<file path="src/rtl/vic_pkg.sv">
// Shared constants, register map and FSM encoding for the interrupt source arbiter.
package vic_pkg;

    localparam int unsigned VEC_W   = 5;
    localparam int unsigned MAX_IRQ = 32;
    localparam int unsigned REG_W   = 32;
    localparam int unsigned ADDR_W  = 2;

    localparam logic [ADDR_W-1:0] VIC_REG_MASK    = 2'd0;
    localparam logic [ADDR_W-1:0] VIC_REG_PENDING = 2'd1;
    localparam logic [ADDR_W-1:0] VIC_REG_STATUS  = 2'd2;
    localparam logic [ADDR_W-1:0] VIC_REG_SWTRIG  = 2'd3;

    typedef enum logic [1:0] {
        ST_IDLE   = 2'd0,
        ST_ACTIVE = 2'd1,
        ST_GAP    = 2'd2
    } vic_state_e;

endpackage

</file>
<file path="src/rtl/vic_arbiter_if.sv">
// Interrupt lines, config bus and controller-facing request signals of the arbiter.
interface vic_arbiter_if #(
    parameter int unsigned NUM_IRQ = 8
);
    logic [NUM_IRQ-1:0]         i_irq_lines;
    logic                       i_reti;
    logic                       i_cfg_we;
    logic [vic_pkg::ADDR_W-1:0] i_cfg_addr;
    logic [vic_pkg::REG_W-1:0]  i_cfg_wdata;
    logic [vic_pkg::REG_W-1:0]  o_cfg_rdata;
    logic                       o_IRQ;
    logic [vic_pkg::VEC_W-1:0]  o_ISR_addr;
    logic                       o_active;

    modport slave (
        input  i_irq_lines, i_reti, i_cfg_we, i_cfg_addr, i_cfg_wdata,
        output o_cfg_rdata, o_IRQ, o_ISR_addr, o_active
    );

    modport master (
        output i_irq_lines, i_reti, i_cfg_we, i_cfg_addr, i_cfg_wdata,
        input  o_cfg_rdata, o_IRQ, o_ISR_addr, o_active
    );
endinterface

</file>
<file path="src/rtl/vic_prio_enc.sv">
// Fixed-priority encoder: index of the lowest set request bit, bit 0 highest priority.
module vic_prio_enc
    import vic_pkg::*;
#(
    parameter int unsigned NUM_IRQ = 8
) (
    input  logic [NUM_IRQ-1:0] req,
    output logic [VEC_W-1:0]   idx,
    output logic               valid
);

    // Scan high to low so the lowest set index is the last one written.
    always_comb begin
        idx = '0;
        for (int i = int'(NUM_IRQ) - 1; i >= 0; i--) begin
            if (req[i]) begin
                idx = VEC_W'(i);
            end
        end
    end

    assign valid = |req;

endmodule

</file>
<file path="src/rtl/vic_arbiter.sv">
// Edge-detecting interrupt source arbiter: latches pending sources, applies the
// enable mask and dispatches one source at a time to the vectored controller.
module vic_arbiter
    import vic_pkg::*;
#(
    parameter int unsigned NUM_IRQ = 8
) (
    input logic          clk,
    input logic          rst,
    vic_arbiter_if.slave bus
);

    vic_state_e         state_q, state_d;
    logic               irq_q, irq_d;
    logic               active_q, active_d;
    logic [VEC_W-1:0]   vec_q, vec_d;

    logic [NUM_IRQ-1:0] mask_q;
    logic [NUM_IRQ-1:0] pending_q, pending_d;
    logic [NUM_IRQ-1:0] lines_prev_q;

    logic [NUM_IRQ-1:0] wdata_n;
    logic [NUM_IRQ-1:0] pend_set, sw_set, w1c_clr, disp_clr, eligible;
    logic               mask_we, pend_we, swtrig_we;
    logic [VEC_W-1:0]   win_idx;
    logic               win_valid;
    logic               unused_wdata;

    assign wdata_n      = bus.i_cfg_wdata[NUM_IRQ-1:0];
    assign unused_wdata = ^bus.i_cfg_wdata;

    assign mask_we   = bus.i_cfg_we && (bus.i_cfg_addr == VIC_REG_MASK);
    assign pend_we   = bus.i_cfg_we && (bus.i_cfg_addr == VIC_REG_PENDING);
    assign swtrig_we = bus.i_cfg_we && (bus.i_cfg_addr == VIC_REG_SWTRIG);

    assign pend_set = bus.i_irq_lines & ~lines_prev_q;
    assign sw_set   = swtrig_we ? wdata_n : '0;
    assign w1c_clr  = pend_we   ? wdata_n : '0;
    assign eligible = pending_q & mask_q;

    vic_prio_enc #(.NUM_IRQ(NUM_IRQ)) u_prio_enc (
        .req   (eligible),
        .idx   (win_idx),
        .valid (win_valid)
    );

    // Sets are OR-ed in after the clear so a same-cycle set wins.
    assign pending_d = (pending_q & ~(disp_clr | w1c_clr)) | pend_set | sw_set;

    always_ff @(posedge clk) begin
        if (rst) begin
            state_q      <= ST_IDLE;
            irq_q        <= 1'b0;
            active_q     <= 1'b0;
            vec_q        <= '0;
            mask_q       <= '0;
            pending_q    <= '0;
            lines_prev_q <= '0;
        end else begin
            state_q      <= state_d;
            irq_q        <= irq_d;
            active_q     <= active_d;
            vec_q        <= vec_d;
            pending_q    <= pending_d;
            lines_prev_q <= bus.i_irq_lines;
            if (mask_we) begin
                mask_q <= wdata_n;
            end
        end
    end

    // Dispatch FSM; GAP forces one low cycle of o_IRQ between requests.
    always_comb begin
        state_d  = state_q;
        irq_d    = irq_q;
        active_d = active_q;
        vec_d    = vec_q;
        disp_clr = '0;
        case (state_q)
            ST_IDLE: begin
                if (win_valid) begin
                    state_d  = ST_ACTIVE;
                    irq_d    = 1'b1;
                    active_d = 1'b1;
                    vec_d    = win_idx;
                    disp_clr = NUM_IRQ'(1) << win_idx;
                end
            end
            ST_ACTIVE: begin
                if (bus.i_reti) begin
                    state_d  = ST_GAP;
                    irq_d    = 1'b0;
                    active_d = 1'b0;
                end
            end
            ST_GAP: begin
                state_d = ST_IDLE;
            end
            default: begin
                state_d  = ST_IDLE;
                irq_d    = 1'b0;
                active_d = 1'b0;
            end
        endcase
    end

    always_comb begin
        bus.o_cfg_rdata = '0;
        case (bus.i_cfg_addr)
            VIC_REG_MASK:    bus.o_cfg_rdata = REG_W'(mask_q);
            VIC_REG_PENDING: bus.o_cfg_rdata = REG_W'(pending_q);
            VIC_REG_STATUS:  bus.o_cfg_rdata = {19'd0, vec_q, 7'd0, active_q};
            default:         bus.o_cfg_rdata = '0;
        endcase
    end

    assign bus.o_IRQ      = irq_q;
    assign bus.o_active   = active_q;
    assign bus.o_ISR_addr = vec_q;

endmodule

</file>
<file path="src/flat_wrapper.sv">
// flat-port wrapper written by rule: the top's interface ports become plain ports
module vic_arbiter_flat import vic_pkg::*;
#(
    parameter int unsigned NUM_IRQ = 8
)
  (clk, rst, bus_i_irq_lines, bus_i_reti, bus_i_cfg_we, bus_i_cfg_addr, bus_i_cfg_wdata, bus_o_cfg_rdata, bus_o_IRQ, bus_o_ISR_addr, bus_o_active);
  vic_arbiter_if #(.NUM_IRQ(NUM_IRQ)) bus_i ();
  input logic clk;
  input logic rst;
  input wire logic [$bits(bus_i.i_irq_lines)-1:0] bus_i_irq_lines;
  input wire logic [$bits(bus_i.i_reti)-1:0] bus_i_reti;
  input wire logic [$bits(bus_i.i_cfg_we)-1:0] bus_i_cfg_we;
  input wire logic [$bits(bus_i.i_cfg_addr)-1:0] bus_i_cfg_addr;
  input wire logic [$bits(bus_i.i_cfg_wdata)-1:0] bus_i_cfg_wdata;
  output wire logic [$bits(bus_i.o_cfg_rdata)-1:0] bus_o_cfg_rdata;
  output wire logic [$bits(bus_i.o_IRQ)-1:0] bus_o_IRQ;
  output wire logic [$bits(bus_i.o_ISR_addr)-1:0] bus_o_ISR_addr;
  output wire logic [$bits(bus_i.o_active)-1:0] bus_o_active;
  assign bus_i.i_irq_lines = bus_i_irq_lines;
  assign bus_i.i_reti = bus_i_reti;
  assign bus_i.i_cfg_we = bus_i_cfg_we;
  assign bus_i.i_cfg_addr = bus_i_cfg_addr;
  assign bus_i.i_cfg_wdata = bus_i_cfg_wdata;
  assign bus_o_cfg_rdata = bus_i.o_cfg_rdata;
  assign bus_o_IRQ = bus_i.o_IRQ;
  assign bus_o_ISR_addr = bus_i.o_ISR_addr;
  assign bus_o_active = bus_i.o_active;
  vic_arbiter #(.NUM_IRQ(NUM_IRQ)) u_core (.clk(clk), .rst(rst), .bus(bus_i));
endmodule
</file>
<file path="config.mk">
export PLATFORM = sky130hd
export DESIGN_NAME = vic_arbiter_flat
export DESIGN_NICKNAME = d
export VERILOG_FILES = /design/src/rtl/vic_pkg.sv /design/src/rtl/vic_arbiter_if.sv /design/src/rtl/vic_prio_enc.sv /design/src/rtl/vic_arbiter.sv /design/src/flat_wrapper.sv
export SDC_FILE = /design/constraint.sdc
export NUM_CORES = 1
export LEC_CHECK = 0
export BUFFER_PORTS_ARGS = -buffer_cell sky130_fd_sc_hd__buf_2
export CAP_MARGIN = 10
export CORE_UTILIZATION = 41
export DETAILED_ROUTE_END_ITERATION = 16
export HOLD_SLACK_MARGIN = 0.15
export PLACE_DENSITY = 0.87
export SLEW_MARGIN = 20
export SYNTH_ARGS = -nofsm -noshare
export SYNTH_HDL_FRONTEND = slang
export SYNTH_SLANG_ARGS = --single-unit
</file>
<file path="constraint.sdc">
create_clock -name clk -period 1.4 [get_ports clk]
set_clock_uncertainty 0.15 [all_clocks]
set_input_delay 0.21 -clock clk [delete_from_list [all_inputs] [get_ports clk]]
set_output_delay 0.21 -clock clk [all_outputs]
set_load 0.005 [all_outputs]
</file>
==> impl_metrics.yaml <==
synthesis:
  avgSynthCellArea_um2: 8.70
  yosys.area.top_type: "dfxtp_1"
  synthArstFlopShare_pct: 0
  seq_area_frac_synth_pct: 35.4
  muxShareOfSynthArea_pct: 8.85
  yosys_warnings: 0
  yosys.area_share.simple_pct: 23.0
  synthXorXnorAreaFrac_pct: 0
  synth_area_um2: 1700
  yosysUniqueCellTypes: 43
  synth_compound_area_share_pct: 18.3
  synth_edf_count: 0
  synth_top_area_share_pct: 35.4
  yosys-top-cells-area: "dfxtp_1 35%, buf_4 11%, mux2i_1 8.8%"
  synth_top_family_by_area: "simple AND/OR/NAND/NOR gates"
  synth-adder-area-share_pct: 0
  syn_inst: 195
  synth_seq_cells: 30
  synth_ff_type: "dfxtp_1"
sta:
  min_period_over_period_pct: 107
  rsz0062_at_grt: "true"
  clock.fmax_mhz: 669
  fin_ws_ps: -95.4
  worst_hold_slack_ps: 167
  timing.final.hold_violations: 0
  final.setup.tns_ps: -732
  finalSetupViolations: 13
  finalMaxSlewViolations: 0
  finalCriticalPeriod_ps: 1500
floorplanning:
  start_util_pct: 42.4
  design.core.area_um2: 4000
  rows: 23
  die-area_um2: 4400
  io_pins: 85
  fp.dieH_um: 66.3
  die_x_um: 66.3
detailed_routing:
  vias: 1696
  drc: 0
  drtIter0Drc: 61
  routed_wl_um: 4630
  drtAntennaViolNets: 0
  drt-wirelength-per-cell_um: 13.8
  drtPass1Iterations: 4
  avgViaCountPerCell: 5.05
worst_setup_path:
  worst-setup-path-type: "register to register"
  crit_fanout: 4
  cp.arrival_ps: 1560
  critPathLaunchType: "register"
  cp.required_ps: 1460
  crit_path_end_kind: "register"
cts:
  numCtsBuffers: 5
  clockBufferDepth: 2
  cts_tree: "built"
  clock_latency_ps: 290
  cts_root_buffer: "clkbuf_8"
  htree_num_levels: 2
  clk_pin_slew_worst_paths_ps: 70
  numClockSinks: 30
layout:
  fin_nets: 331
  antenna_cells: 0
  area_delta_synth_final_pct: 47.4
  drive_above_1_share_pct: 43.0
  final.fill_count: 353
hold_path:
  hold_class: "input pin to register"
grt:
  grt_start_max_net_pins: 19
  gr-total-overflow: 0
  grt_pass1_wl_um: 6910
  track_usage_pct: 21.2
  antenna_found_initial: 0
  grt_pass1_vias: 1535
placed_design:
  port_buffers: 37
  place.gp.congestion: 0.872
  place_hpwl_um: 2980
run_status:
  status: "finished with violations"
  violations: "negative setup slack"
pwr:
  p_total_uw: 2250
  peakVddDrop_mv: 0.534
  p_per_area_nw_per_um2: 899
  p_leak_uw: 0.00114
run:
  drv_cap: 0
layout by cell type (no fill, tap or decap), drive strengths merged:
master and instances:
a311oi 1, a32o 2, nor3 2, nand4 1
nand2b 2, nor2b 17, mux2i 15, and2 3
nand3 1, dlygate4sd3 17, nor4bb 1, and2b 1
and3 2, a222oi 2, nor3b 2, or3b 1
conb 23, nand2 18, and3b 1, a2111oi 1
nand3b 1, o21ai 2, a21oi 16, a221oi 4
o211ai 1, a22o 1, a21boi 1, inv 2
or2 1, buf 76, dfxtp 30, a22oi 4
a211oi 2, a31o 1, a32oi 1, clkbuf 8
nor2 22
routing by layer:
metal	wire length, µm	track usage, %	vias up
met3	234	5.69	13
met2	2390	38.0	58
met1	1900	23.8	811
met4	106	7.71	0
met5	0	0	-
li1	-	-	814
per-stage QoR:
step           area (µm²)  std cells  utilization [%]  setup WS [ps]
2_1_floorplan        1780        217                -           4.30
3_3_place_gp         2000        299             49.9          -97.4
3_5_place_dp         2000        299             49.9           -135
4_1_cts              2420        331             60.4          -57.5
5_1_grt              2500        336             62.5           -160
6_report             2500        336             62.5          -95.4
power breakdown:
group	internal [µW]	total (µW)	leakage [µW]	switching (µW)
clock network	496	835	0.0000575	339
logic	247	461	0.000833	214
registers	906	954	0.000252	47.6
total	1650	2250	0.00114	601
what timing repair did:
action | in CTS | in global routing
endpoints found under the setup margin | 12 | 23
gates resized for setup | 28 | 17
hold endpoints to repair | 25 | 0
hold buffers | 17 | 0
pin swaps | 15 | 13
setup buffers | 7 | 5
state kept, by name, indices dropped and copies added, names as in the netlist:
signal and cells:
u_core.lines_prev_q 8, u_core.bus.o_IRQ 1, u_core.bus.o_ISR_addr 3, u_core.state_q 2
u_core.pending_q 8, u_core.mask_q 8
logic make-up after synthesis:
group,count (synthesis)
and+or+nand+nor,76
DFF,30
buffers and inverters,34
other,1
AOI/OAI and AO/OA,39
muxes,15
final timing paths:
kind                            slack [ps]                        endpoint                              start  cells after the start
worst max register to register        -100  u_core.pending_q[7]$_SDFF_PP0_     u_core.pending_q[2]$_SDFF_PP0_                      4
worst min register to register         350  u_core.pending_q[1]$_SDFF_PP0_  u_core.lines_prev_q[1]$_SDFF_PP0_                      3
worst min-delay path                   170  u_core.pending_q[6]$_SDFF_PP0_                                rst                      3
worst max-delay path                  -100  u_core.pending_q[7]$_SDFF_PP0_     u_core.pending_q[2]$_SDFF_PP0_                      4
final cells by class:
class	instances	area (µm²)	share of cell area [%]
multi-input cells	153	1010	40.5
repair buffers	93	686	27.4
flip-flops and latches	30	622	24.9
clock buffers	8	110	4.40
well taps	50	62.6	2.50
inverters	2	7.51	0.300
cells in the mapped netlist (3+ instances only):
library cell	count
dfxtp_1	30
buf_4	25
nor2_1	22
nand2_1	17
nor2b_1	17
a21oi_1	16
mux2i_1	15
a221oi_2	3
and2_1	3
clkbuf_1	3
critical path, cell delays in order (launching register included):
cell and delay [ps]:
dfxtp_2 380, nand2_1 110, a32o_2 290, a22o_4 250
a211oi_2 240
No activity file was read; power rests on OpenSTA's default activity.
